--- src/rtl/upload_pkg.sv ---
// Shared definitions for the USB CDC upload arbiter: frame markers, FSM states
// and the source-ID map of the cdc_spi producers.
package upload_pkg;

    // Start-of-frame marker bytes, sent ahead of every frame
    localparam logic [7:0] SOF0_BYTE = 8'hAA;
    localparam logic [7:0] SOF1_BYTE = 8'h44;

    // Source IDs of the cdc_spi producers (the requester index doubles as SRC_ID)
    localparam int SRC_UART_RX  = 0;
    localparam int SRC_SPI_RB   = 1;
    localparam int SRC_DAC_STAT = 2;
    localparam int SRC_AUX      = 3;

    // Framer states, in wire order
    typedef enum logic [2:0] {
        ST_IDLE,
        ST_SOF0,
        ST_SOF1,
        ST_ID,
        ST_LENH,
        ST_LENL,
        ST_PAYLOAD,
        ST_CSUM
    } state_t;

    // Running checksum is a plain modulo-256 byte sum
    function automatic logic [7:0] csum_add(input logic [7:0] acc, input logic [7:0] data);
        return acc + data;
    endfunction

endpackage

--- src/rtl/rr_arbiter.sv ---
// Combinational round-robin picker: first requester at or after the pointer,
// wrapping around. The pointer register lives in the parent.
module rr_arbiter #(
    parameter int NUM_SRC = 4,
    parameter int IDX_W   = 2
) (
    input  logic [NUM_SRC-1:0] req,
    input  logic [IDX_W-1:0]   ptr,
    output logic [NUM_SRC-1:0] grant,
    output logic [IDX_W-1:0]   idx,
    output logic               any
);

    int cand;

    // Scan from the pointer upward and take the first active request
    always_comb begin
        grant = '0;
        idx   = '0;
        any   = 1'b0;
        cand  = 0;
        for (int k = 0; k < NUM_SRC; k++) begin
            cand = int'(ptr) + k;
            if (cand >= NUM_SRC) begin
                cand = cand - NUM_SRC;
            end
            if (!any && req[IDX_W'(cand)]) begin
                any                = 1'b1;
                idx                = IDX_W'(cand);
                grant[IDX_W'(cand)] = 1'b1;
            end
        end
    end

endmodule

--- src/rtl/upload_arbiter.sv ---
// Round-robin sharing of the USB CDC upload byte stream between producers.
// Each grant produces one frame: AA 44 ID LEN_H LEN_L payload CSUM.
module upload_arbiter
    import upload_pkg::*;
#(
    parameter int         NUM_SRC  = 4,
    parameter int         TIMEOUT  = 1024,
    parameter logic [7:0] PAD_BYTE = 8'h00
) (
    input  logic                  clk,
    input  logic                  rst,
    input  logic [NUM_SRC-1:0]    src_req,
    input  logic [16*NUM_SRC-1:0] src_len,
    input  logic [8*NUM_SRC-1:0]  src_data,
    input  logic [NUM_SRC-1:0]    src_valid,
    output logic [NUM_SRC-1:0]    src_ready,
    output logic [NUM_SRC-1:0]    src_grant,
    output logic [7:0]            upload_data,
    output logic                  upload_valid,
    input  logic                  upload_ready,
    output logic                  err_timeout
);

    localparam int IDX_W = (NUM_SRC > 2) ? $clog2(NUM_SRC) : 1;
    localparam int TO_W  = $clog2(TIMEOUT + 1);

    state_t             state;
    state_t             next_state;
    logic [IDX_W-1:0]   rr_ptr;
    logic [IDX_W-1:0]   gnt_idx;
    logic [IDX_W-1:0]   arb_idx;
    logic [NUM_SRC-1:0] arb_grant;
    logic               arb_any;
    logic [15:0]        len_q;
    logic [15:0]        pay_cnt;
    logic [7:0]         csum;
    logic [TO_W-1:0]    to_cnt;
    logic               padding;
    logic               csum_loaded;

    logic               can_load;
    logic [7:0]         sel_data;
    logic               sel_valid;
    logic               take;
    logic               pad_emit;
    logic               timeout_hit;
    logic               last_byte;
    logic               load;
    logic [7:0]         load_byte;
    logic               sum_en;

    rr_arbiter #(
        .NUM_SRC (NUM_SRC),
        .IDX_W   (IDX_W)
    ) u_rr (
        .req   (src_req),
        .ptr   (rr_ptr),
        .grant (arb_grant),
        .idx   (arb_idx),
        .any   (arb_any)
    );

    // The output register can take a new byte when empty or being drained this cycle
    assign can_load    = !upload_valid || upload_ready;
    assign sel_data    = src_data[{gnt_idx, 3'b000} +: 8];
    assign sel_valid   = src_valid[gnt_idx];
    assign take        = (state == ST_PAYLOAD) && !padding && can_load && sel_valid;
    assign pad_emit    = (state == ST_PAYLOAD) && padding && can_load;
    assign timeout_hit = (state == ST_PAYLOAD) && !padding && !sel_valid
                         && (to_cnt == TO_W'(TIMEOUT));
    assign last_byte   = (pay_cnt == len_q - 16'd1);
    assign src_ready   = ((state == ST_PAYLOAD) && !padding && can_load) ? src_grant : '0;

    // State register
    always_ff @(posedge clk) begin
        if (rst) begin
            state <= ST_IDLE;
        end else begin
            state <= next_state;
        end
    end

    // Next state plus which byte (if any) goes into the output register this cycle
    always_comb begin
        next_state = state;
        load       = 1'b0;
        load_byte  = 8'h00;
        sum_en     = 1'b0;
        case (state)
            ST_IDLE: begin
                if (arb_any) begin
                    next_state = ST_SOF0;
                end
            end
            ST_SOF0: begin
                if (can_load) begin
                    load       = 1'b1;
                    load_byte  = SOF0_BYTE;
                    next_state = ST_SOF1;
                end
            end
            ST_SOF1: begin
                if (can_load) begin
                    load       = 1'b1;
                    load_byte  = SOF1_BYTE;
                    next_state = ST_ID;
                end
            end
            ST_ID: begin
                if (can_load) begin
                    load       = 1'b1;
                    load_byte  = 8'(gnt_idx);
                    sum_en     = 1'b1;
                    next_state = ST_LENH;
                end
            end
            ST_LENH: begin
                if (can_load) begin
                    load       = 1'b1;
                    load_byte  = len_q[15:8];
                    sum_en     = 1'b1;
                    next_state = ST_LENL;
                end
            end
            ST_LENL: begin
                if (can_load) begin
                    load       = 1'b1;
                    load_byte  = len_q[7:0];
                    sum_en     = 1'b1;
                    next_state = (len_q == 16'd0) ? ST_CSUM : ST_PAYLOAD;
                end
            end
            ST_PAYLOAD: begin
                if (take || pad_emit) begin
                    load      = 1'b1;
                    load_byte = take ? sel_data : PAD_BYTE;
                    sum_en    = 1'b1;
                    if (last_byte) begin
                        next_state = ST_CSUM;
                    end
                end
            end
            ST_CSUM: begin
                if (!csum_loaded && can_load) begin
                    load      = 1'b1;
                    load_byte = csum;
                end else if (csum_loaded && upload_ready) begin
                    next_state = ST_IDLE;
                end
            end
            default: next_state = ST_IDLE;
        endcase
    end

    // Output register, grant/pointer, checksum, byte and timeout counters
    always_ff @(posedge clk) begin
        if (rst) begin
            upload_data  <= 8'h00;
            upload_valid <= 1'b0;
            err_timeout  <= 1'b0;
            src_grant    <= '0;
            gnt_idx      <= '0;
            rr_ptr       <= '0;
            len_q        <= 16'd0;
            pay_cnt      <= 16'd0;
            csum         <= 8'h00;
            to_cnt       <= '0;
            padding      <= 1'b0;
            csum_loaded  <= 1'b0;
        end else begin
            err_timeout <= 1'b0;

            if (load) begin
                upload_data  <= load_byte;
                upload_valid <= 1'b1;
            end else if (upload_valid && upload_ready) begin
                upload_valid <= 1'b0;
            end

            if (sum_en) begin
                csum <= csum_add(csum, load_byte);
            end

            case (state)
                ST_IDLE: begin
                    if (arb_any) begin
                        src_grant   <= arb_grant;
                        gnt_idx     <= arb_idx;
                        len_q       <= src_len[{arb_idx, 4'b0000} +: 16];
                        csum        <= 8'h00;
                        pay_cnt     <= 16'd0;
                        to_cnt      <= '0;
                        padding     <= 1'b0;
                        csum_loaded <= 1'b0;
                    end
                end
                ST_PAYLOAD: begin
                    if (take || pad_emit) begin
                        pay_cnt <= pay_cnt + 16'd1;
                    end
                    if (take) begin
                        to_cnt <= '0;
                    end else if (timeout_hit) begin
                        padding     <= 1'b1;
                        err_timeout <= 1'b1;
                    end else if (!padding && can_load && !sel_valid) begin
                        to_cnt <= to_cnt + 1'b1;
                    end
                end
                ST_CSUM: begin
                    if (load) begin
                        csum_loaded <= 1'b1;
                    end
                    if (next_state == ST_IDLE) begin
                        src_grant <= '0;
                        rr_ptr    <= (gnt_idx == IDX_W'(NUM_SRC - 1)) ? '0 : gnt_idx + 1'b1;
                    end
                end
                default: ;
            endcase
        end
    end

endmodule
--- config.mk ---
export PLATFORM = sky130hd
export DESIGN_NAME = upload_arbiter
export DESIGN_NICKNAME = d
export VERILOG_FILES = /design/src/rtl/upload_pkg.sv /design/src/rtl/rr_arbiter.sv /design/src/rtl/upload_arbiter.sv
export SDC_FILE = /design/constraint.sdc
export NUM_CORES = 1
export LEC_CHECK = 0
export ABC_AREA = 1
export ABC_CLOCK_PERIOD_IN_PS = 3200
export CORE_MARGIN = 2
export CORE_UTILIZATION = 40
export CTS_BUF_LIST = sky130_fd_sc_hd__clkbuf_8
export DETAILED_ROUTE_END_ITERATION = 6
export PLACE_DENSITY = 0.65
export RECOVER_POWER = 25
export SYNTH_ARGS = -nofsm -noshare
export SYNTH_HDL_FRONTEND = slang
export SYNTH_SLANG_ARGS = --single-unit
--- constraint.sdc ---
create_clock -name clk -period 3.2 [get_ports clk]
set_input_delay 0.48 -clock clk [delete_from_list [all_inputs] [get_ports clk]]
set_output_delay 0.48 -clock clk [all_outputs]
set_load 0.01 [all_outputs]
==> metrics.md, run 1 <==
| Metric | Value |
|---|---|
| Run status | finished clean |
| Dpl cell area | 7634 um^2 |
| Worst-Margin Slew | 1.445 ns |
| Synth async-reset ratio | 0 |
| Period utilization | 0.9231 |
| Synth unique cells | 48 |
| Synth area leaders | dfxtp_1, nand2_1, nand3_1, nor2_1, inv_1 |
| Int Pwr | 2.513 mW |
| Logic gate share of total power | 0.535 |
| EDFF count, synth | 0 |
| P&R area growth vs syn | 33.08% |
| Max_slew headroom | 0.03645 |
| CP required | 3.46 ns |
| DR WL met3 | approximately 1000 um |
| FF+latch count, synth | 74 |
| Endpoints failing setup | 0 |
| Cell taking the most area after synthesis | dfxtp_1 |
| Final Util | 0.5455 |
| DR vias | 6,776 |
| Wire length of the first global-routing pass | a little over 30,000 um |
| Initial antenna violation count | 0 |
| Routability congestion estimate from global placement | between 0.9 and 1 |
| DR pass1 iterations | 5 |
| Post-DP HPWL | 14,600 um |
| Routed wire length | 18,540 um |
| Vias in the first global route | 6,394 |
| Remaining antenna violation count | 0 |
| Ant. Diodes | 0 |
| Skew-Pair Late Insertion Delay | roughly 0.37 ns |
| Main synth FF type | dfxtp_1 |
| Leak pwr | between 3 and 4 nW |
| Met1 Wirelength | 8526 um |
| Total gr overflow | 0 |
| Clock sink count | 74 |
| Syn_nets | 1,122 |
| Top Layer Used | met4 |
| Gr usage total | 0.2390 |
| RSZ-0062 raised after global routing | false |
| Final Hold Fails | 0 |
| CTS Buf Count | 9 |
| Total Power | 4.514 mW |
| Most frequent cells in the layout | nand2_1, inv_1, nor2_1 |
| Cells after synthesis | 994 |
| DIE AREA | 15,940 um^2 |
| Initial DRC Count | 479 |
| Routed wl met2 | 8670 um |
| Most common cell after layout, fill and taps aside | nand2_1 |
| Final layout net count | around 1,300 |
| Final number of max-transition violations | 0 |
| CTS tree | done |
| Yosys warning total | 0 |
| Startpoint Class | input pin |
| Cell area after synthesis | 5979 um^2 |
| Die W | 126.3 um |
| HP Class | flip-flop to flip-flop |
| Final min period | 2.954 ns |
| Drt via density | between 5 and 6 |
| Share of cells above drive strength 1 | 0.09680 |
| Hold Buf Count CTS | 0 |
| CP Capture Type | flip-flop |
| Crit Path Class | input pin to flip-flop |
| Buffers from clock root to sink, at most | 2 |
| Clk network pwr share | 0.177 |
| CP Max Fanout | 5 |
| Sw Ratio | 0.4432 |
| Num ports | 125 |
| Switch Pwr | 2.001 mW |
| Core area | between 10,000 and 15,000 um^2 |
| Post-DR wirelength/cell | 13.82 um |
| Row cnt | 44 |
| Final standard cell area without fillers | 7958 um^2 |
| PD cells | 567.3 nW/um^2 |
| CP arrival | 3.21 ns |
| Htree depth | 3 |
| Number of port buffers | 124 |
| Fmax | 338.5 MHz |
| Max cap viols | 0 |
| IR drop worst, VDD | roughly 0.35 mV |
| Largest net degree at the start of global routing | 40 |
| Syn Area/Cell | 6.016 um^2 |
| DRC violations left | 0 |
| Reg power frac | 0.288 |
| Skew final | 0.007012 ns |
| Synth top area share | 0.2478 |
| Clk pin slew, worst setup/hold paths | 0.08 ns |
| Starting density of the core | 0.4099 |
| Root buf cell | clkbuf_8 |
| Register area share after synthesis | 0.2478 |
| Die height | 126.3 um |
==> final timing paths <==
path	startpoint	to	slack, ns	cells after the start
max	upload_ready	csum[7]	0.25	18
min	upload_data[6]	upload_data[6]	0.46	2
max reg2reg	gnt_idx[0]	csum[7]	0.30	15
min reg2reg	upload_data[6]	upload_data[6]	0.46	2
==> synth_stat cells, types with 5 or more instances <==
cell / instances
o21ai_0: 42
buf_6: 5
buf_4: 5
xnor2_1: 10
nand2_4: 6
dfxtp_1: 74
xor2_1: 23
nand3_1: 96
clkbuf_1: 10
buf_2: 11
nor4_1: 10
nor3_1: 22
nand2_2: 9
ha_1: 20
a21oi_1: 70
o22ai_1: 9
inv_1: 119
nand4_1: 20
nand2_1: 271
nor2_1: 120
inv_2: 7
==> stage by stage <==
step	std cells	TNS, ns	setup WS (ns)	hold slack [ns]
global route	1341	0	0.06443	0.4808
finish	1341	0	0.2460	0.4607
CTS	1334	0	0.1035	0.4707
floorplan	994	0	0.4056	0.4428
global placement	1318	-0.2337	-0.1318	0.4491
detailed placement	1318	-0.4141	-0.2050	0.4550
==> per-layer routing <==
| layer | vias to the layer above | GRT usage |
|---|---|---|
| met4 | 0 | 0.05753 |
| met1 | 3044 | 0.3089 |
| met3 | 31 | 0.06032 |
| li1 | 3519 | - |
| met2 | 182 | 0.4007 |
| met5 | - | 0 |
==> flip-flops by register name (all words and copies together), names as in the netlist <==
signal and cells:
upload_data 8, upload_valid 1, err_timeout 1, gnt_idx 2, pay_cnt 16, len_q 16, csum_loaded 1, csum 8
to_cnt 11, padding 1, rr_ptr 2, state 3, src_grant 4
==> logic make-up after synthesis <==
group / after synthesis / share of synthesized area
compound gates: 136 / 0.1239
xor+xnor: 34 / 0.05210
fa+ha+maj: 21 / 0.04520
buf+inv: 160 / 0.1130
flops: 74 / 0.2478
simple gates: 569 / 0.4181
==> critical path, cell delays in order <==
cell,delay (ns)
clkdlybuf4s50_1,0.46
nor2_4,0.16
buf_4,0.13
nor2_1,0.04
inv_1,0.11
buf_4,0.15
o22ai_1,0.08
nor4_1,0.26
buf_4,0.17
inv_1,0.04
ha_1,0.29
inv_1,0.12
nor3_1,0.06
and2_1,0.17
o22ai_1,0.23
nand3_1,0.09
o21ai_1,0.12
nor2_1,0.05
==> power groups by stage <==
stage                     combinational, mW  sequential (mW)  clock (mW)
after floorplan                        1.55             1.25           0
after global placement                 2.35             1.31           0
after detailed placement               2.35             1.31           0
after CTS                              2.36             1.29       0.821
after global routing                   2.71             1.33       0.857
final                                  2.41             1.30       0.801
==> what timing repair did <==
item                                   CTS  global route
endpoints found under the hold margin    0             0
gates resized for setup                  0            12
setup endpoints to repair                0             3
setup buffers                            0             7
==> layout make-up <==
class,instances,area (um^2)
repair buffers,179,1675
fillers,1504,6631
multi-input cells,760,3860
clock buffers,13,178.9
flip-flops and latches,74,1486
clock inverters,3,37.54
inverters,128,489.2
well taps,184,230.2
(Power assumes the default switching activity.)
==> run 2: changes to the inputs <==
CELL_PAD_IN_SITES_DETAIL_PLACEMENT = 1   (was default)
CELL_PAD_IN_SITES_GLOBAL_PLACEMENT = 1   (was default)
CORE_UTILIZATION = 36   (was 40)
PLACE_DENSITY = default   (was 0.65)
PLACE_DENSITY_LB_ADDON = 0.1   (was default)
==> metrics.md, run 2 (same netlist as run 1, synthesis figures left out) <==
| Metric | Value |
|---|---|
| Routability congestion estimate from global placement | 0.8648 (was 0.9178) |
| IR drop worst, VDD | 0.2559 mV (was 0.3538 mV) |
| Core area | 16,410 um^2 (was 14,590 um^2) |
| Skew-Pair Late Insertion Delay | 0.38 ns (was 0.37 ns) |
| Final min period | 2.913 ns (was 2.954 ns) |
| Wire length of the first global-routing pass | 34,660 um (was 31,070 um) |
| Row cnt | 47 (was 44) |
| CP Max Fanout | 4 (was 5) |
| Clk network pwr share | 0.173 (was 0.177) |
| HP Class | flip-flop to flip-flop (unchanged) |
| Drt via density | 5.028 (was 5.053) |
| Period utilization | 0.9103 (was 0.9231) |
| Sw Ratio | 0.4565 (was 0.4432) |
| Starting density of the core | 0.3644 (was 0.4099) |
| DR WL met3 | 947 um (was 1007 um) |
| Routed wl met2 | 9891 um (was 8670 um) |
| CP arrival | 3.18 ns (was 3.21 ns) |
| Share of cells above drive strength 1 | 0.09343 (was 0.09680) |
| Die W | 132.9 um (was 126.3 um) |
| Logic gate share of total power | 0.539 (was 0.535) |
| Crit Path Class | input pin to flip-flop (unchanged) |
| Hold Buf Count CTS | 0 (unchanged) |
| RSZ-0062 raised after global routing | false (unchanged) |
| Int Pwr | 2.452 mW (was 2.513 mW) |
| Post-DP HPWL | 16,730 um (was 14,600 um) |
| Initial antenna violation count | 0 (unchanged) |
| Ant. Diodes | 0 (unchanged) |
| Vias in the first global route | 7,017 (was 6,394) |
| Final TNS setup | 0 ns (unchanged) |
| Fmax | 343.3 MHz (was 338.5 MHz) |
| CP Capture Type | flip-flop (unchanged) |
| CTS Buf Count | 9 (unchanged) |
| Num ports | 125 (unchanged) |
| Most common cell after layout, fill and taps aside | nand2_1 (unchanged) |
| DRC violations left | 0 (unchanged) |
| Number of port buffers | 124 (unchanged) |
| Gr usage total | 0.2429 (was 0.2390) |
| DR pass1 iterations | 5 (unchanged) |
| Reg power frac | 0.288 (about the same) |
| Run status | finished clean (unchanged) |
| Initial DRC Count | 312 (was 479) |
| Final non-filler cell total | 1,376 (was 1,341) |
| Final number of max-transition violations | 0 (unchanged) |
| DIE AREA | 17,660 um^2 (was 15,940 um^2) |
| CP required | 3.47 ns (was 3.46 ns) |
| Htree depth | 3 (unchanged) |
| Remaining antenna violation count | 0 (unchanged) |
| Top Layer Used | met4 (unchanged) |
| Final Hold Fails | 0 (unchanged) |
| Buffers from clock root to sink, at most | 2 (unchanged) |
| Endpoints failing setup | 0 (unchanged) |
| Post-DR wirelength/cell | 15.10 um (was 13.82 um) |
| CTS tree | done (unchanged) |
| Final layout net count | 1,279 (was 1,280) |
| Total gr overflow | 0 (unchanged) |
| Die height | 132.9 um (was 126.3 um) |
| Clk pin slew, worst setup/hold paths | 0.07 ns (was 0.08 ns) |
| Largest net degree at the start of global routing | 32 (was 40) |
| Biggest regs | len_q (16), pay_cnt (16), to_cnt (11) (unchanged) |
| Most frequent cells in the layout | nand2_1, nor2_1, inv_1 (was nand2_1, inv_1, nor2_1) |
| Worst-Margin Slew | 0.5215 ns (was 1.445 ns) |
| Switch Pwr | 2.060 mW (was 2.001 mW) |
| DR vias | 6,918 (was 6,776) |
| Startpoint Class | input pin (unchanged) |
| Placed cells | 1,359 (was 1,318) |
| Max cap viols | 0 (unchanged) |
| Root buf cell | clkbuf_8 (unchanged) |
| PD cells | 568.3 nW/um^2 (was 567.3 nW/um^2) |
| Leak pwr | 3.619 nW (was 3.646 nW) |
| Clock sink count | 74 (unchanged) |
| Met1 Wirelength | 9687 um (was 8526 um) |
| Max_slew headroom | 0.6496 (was 0.03645) |
| Routed wire length | 20,770 um (was 18,540 um) |
| P&R area growth vs syn | 32.77% (was 33.08%) |
| Skew final | 0.009464 ns (was 0.007012 ns) |
## run 2: cell count changes in the layout (fill, tap and decap cells not counted), sizes merged
cell    before  now
clkbuf      14   13
buf         54   52
inv        128  127
clkinv       1    4
## run 2: worst paths after layout
check | start | to | slack (ns) | cells after the start
setup reg to reg | state[1] | csum[7] | 0.37 | 18
setup / recovery | upload_ready | csum[6] | 0.29 | 17
hold reg to reg | upload_data[1] | upload_data[1] | 0.46 | 2
hold / removal | upload_data[1] | upload_data[1] | 0.46 | 2
## run 2: critical path, stage by stage
cell             delay [ns]
clkdlybuf4s50_1        0.46
nor2_4                 0.15
buf_4                  0.14
nor2_1                 0.06
inv_2                  0.08
o22ai_1                0.09
nor4_2                 0.34
inv_1                  0.09
ha_1                   0.23
fa_2                   0.37
nand3_1                0.08
nand2_1                0.08
a21oi_1                0.14
nor2_1                 0.05
nor2_1                 0.12
xor2_1                 0.17
a21oi_1                0.08
## run 2: per-stage QoR
stage	area (um^2)	setup slack, ns	utilization	power (mW)	hold slack (ns)
2_1_floorplan	5979	0.4056	-	2.807	0.4428
3_3_place_gp	7716	-0.1875	0.4703	3.710	0.4499
3_5_place_dp	7716	-0.3318	0.4703	3.765	0.4584
4_1_cts	7920	0.04318	0.4827	4.563	0.4715
5_1_grt	7939	0.0006399	0.4839	4.900	0.4853
6_report	7939	0.2870	0.4839	4.512	0.4619
## run 2: timing repair
item,CTS,global route
endpoints found under the setup margin,0,4
setup buffers,0,1
gates resized for setup,0,6
## run 2: layout make-up
cell class / instances / area (um^2)
flip-flops and latches: 74 / 1483
inverters: 128 / 485.5
well taps: 220 / 275.3
multi-input cells: 760 / 3840
repair buffers: 178 / 1652
clock inverters: 5 / 52.55
clock buffers: 11 / 151.4
fillers: 2248 / 8468
## run 2: layer usage
| layer | up-vias | track usage |
|---|---|---|
| met4 | 0 | 0.05615 |
| met2 | 143 | 0.4182 |
| li1 | 3525 | - |
| met3 | 20 | 0.04176 |
| met1 | 3230 | 0.3169 |
| met5 | - | 0 |
## run 2: power groups by stage
stage,clock network [mW],registers [mW],logic [mW]
after floorplan,0,1.25,1.55
after global placement,0,1.31,2.40
after detailed placement,0,1.32,2.44
after CTS,0.802,1.30,2.46
after global routing,0.827,1.33,2.75
final,0.780,1.30,2.43
==> run 3: changes to the inputs <==
CAP_MARGIN = 10   (was default)
CORE_ASPECT_RATIO = 0.7   (was default)
==> metrics.md, run 3 (same netlist as run 1, synthesis figures left out) <==
| Metric | Value |
|---|---|
| Initial antenna violation count | 0 (unchanged) |
| Crit Path Class | flip-flop to flip-flop (was input pin to flip-flop) |
| CP Capture Type | flip-flop (unchanged) |
| R2R Path Start | state[1] (unchanged) |
| CP required | 3.46 ns (was 3.47 ns) |
| Htree depth | 3 (unchanged) |
| Startpoint Class | flip-flop (was input pin) |
| IR drop worst, VDD | 0.3152 mV (was 0.2559 mV) |
| Share of cells above drive strength 1 | 0.09138 (was 0.09343) |
| Clk pin slew, worst setup/hold paths | 0.08 ns (was 0.07 ns) |
| Number of port buffers | 124 (unchanged) |
| Most common cell after layout, fill and taps aside | nand2_1 (unchanged) |
| Die height | 111.8 um (was 132.9 um) |
| Ant. Diodes | 0 (unchanged) |
| CP arrival | 3.30 ns (was 3.18 ns) |
| Die W | 158.0 um (was 132.9 um) |
| Total area of sequential cells | 1483 um^2 (unchanged) |
| Worst r2r dst | csum[7] (unchanged) |
| HP Class | flip-flop to flip-flop (unchanged) |
| Post-DP HPWL | 17,050 um (was 16,730 um) |
| Total gr overflow | 0 (unchanged) |
| Run status | finished clean (unchanged) |
| Routed wire length | 21,350 um (was 20,770 um) |
| Endpoints failing setup | 0 (unchanged) |
| Vias in the first global route | 6,949 (was 7,017) |
| Routability congestion estimate from global placement | 0.9203 (was 0.8648) |
| PD cells | 576.1 nW/um^2 (was 568.3 nW/um^2) |
| Skew-Pair Late Insertion Delay | 0.36 ns (was 0.38 ns) |
| Biggest regs | len_q (16), pay_cnt (16), to_cnt (11) (unchanged) |
| Period utilization | 0.9526 (was 0.9103) |
| P&R area growth vs syn | 32.62% (was 32.77%) |
| Fillers | 2,273 (was 2,248) |
| Root buf cell | clkbuf_8 (unchanged) |
| Buffers from clock root to sink, at most | 2 (unchanged) |
| R2R Setup Slk | 0.15 ns (was 0.37 ns) |
| Gr usage total | 0.2503 (was 0.2429) |
| Final layout net count | 1,272 (was 1,279) |
| DR vias | 6,878 (was 6,918) |
| Final number of max-transition violations | 0 (unchanged) |
| DR pass1 iterations | 4 (was 5) |
| Starting density of the core | 0.3669 (was 0.3644) |
| Final Util | 0.4866 (was 0.4839) |
| Leak pwr | 3.592 nW (was 3.619 nW) |
| Multi-input combinational cell area | 3859 um^2 (was 3840 um^2) |
| Worst-Margin Slew | 0.5940 ns (was 0.5215 ns) |
| Final min period | 3.048 ns (was 2.913 ns) |
| CTS Buf Count | 9 (unchanged) |
| Final hold slack | 0.4628 ns (was 0.4619 ns) |
| Critical Path Start | state[1] (was upload_ready) |
| DIE AREA | 17,670 um^2 (was 17,660 um^2) |
| Skew final | 0.01046 ns (was 0.009464 ns) |
| Num ports | 125 (unchanged) |
| Row cnt | 39 (was 47) |
| Remaining antenna violation count | 0 (unchanged) |
| Initial DRC Count | 327 (was 312) |
| Wire length of the first global-routing pass | 35,220 um (was 34,660 um) |
| Fmax | 328.1 MHz (was 343.3 MHz) |
| CTS tree | done (unchanged) |
| Max cap viols | 0 (unchanged) |
| Max_slew headroom | 0.6018 (was 0.6496) |
| Drt via density | 5.006 (was 5.028) |
| Final Hold Fails | 0 (unchanged) |
| Critical path capture point | csum[7] (was csum[6]) |
| Largest net degree at the start of global routing | 40 (was 32) |
| Most frequent cells in the layout | nand2_1, nor2_1, inv_1 (unchanged) |
| Post-DR wirelength/cell | 15.54 um (was 15.10 um) |
| Hold Buf Count CTS | 0 (unchanged) |
| Core area | 16,300 um^2 (was 16,410 um^2) |
| Clock sink count | 74 (unchanged) |
| R2R depth | 18 (unchanged) |
| CP Max Fanout | 7 (was 4) |
| DRC violations left | 0 (unchanged) |
## run 3: through the flow
step / setup WS (ns) / TNS [ns] / cells / cell area (um^2) / power [mW]
2_1_floorplan: 0.4056 / 0 / 994 / 5979 / 2.807
3_3_place_gp: -0.1620 / -0.3081 / 1357 / 7670 / 3.680
3_5_place_dp: -0.2236 / -0.5573 / 1357 / 7670 / 3.732
4_1_cts: 0.1474 / 0 / 1373 / 7889 / 4.585
5_1_grt: -0.002311 / -0.002311 / 1374 / 7930 / 4.965
6_report: 0.1517 / 0 / 1374 / 7930 / 4.568
## run 3: final cells by class
cell class	count	share of cell area
inverters	128	0.06169
flip-flops and latches	74	0.1870
clock inverters	6	0.01026
clock buffers	10	0.01736
repair buffers	171	0.2016
multi-input cells	760	0.4866
well taps	225	0.03550
## run 3: per-layer routing
metal | global-route usage | wire, um | vias up
li1 | - | - | 3506
met1 | 0.3691 | 11020 | 3211
met2 | 0.3849 | 8999 | 146
met3 | 0.04905 | 1182 | 15
met4 | 0.03604 | 142 | 0
met5 | 0 | 0 | -
## run 3: worst min path at each step
stage	startpoint	to	slack, ns	depth (start not counted)
2_1_floorplan	len_q[2]	len_q[2]	0.44	2
3_3_place_gp	upload_data[5]	upload_data[5]	0.45	2
3_5_place_dp	upload_data[6]	upload_data[6]	0.46	2
4_1_cts	upload_data[6]	upload_data[6]	0.47	2
5_1_grt	upload_data[6]	upload_data[6]	0.49	2
6_report	upload_data[6]	upload_data[6]	0.46	2
## run 3: repair_timing
item                       in CTS  in global routing
gates resized for setup         0                 11
hold endpoints to repair        0                  0
setup endpoints to repair       0                  3
buffers inserted                0                  1
## run 3: worst max-delay path, stage by stage, from the launching register on
cell     delay, ns
dfxtp_1       0.46
nand2_1       0.13
nor2_1        0.31
nand3_2       0.17
nor2_4        0.13
inv_2         0.06
buf_4         0.14
a21oi_1       0.17
nor4_1        0.08
buf_4         0.14
inv_1         0.05
ha_2          0.30
nand2_1       0.08
nor3_1        0.04
and2_1        0.15
o22ai_1       0.22
nand3_1       0.11
o21ai_1       0.15
nor2_1        0.05
## run 3: report_power, final
part	switching [mW]	internal, mW	leakage [nW]	total, mW
logic	1.51	0.930	2.88	2.44
registers	0.201	1.09	0.603	1.30
clock network	0.377	0.455	0.113	0.832
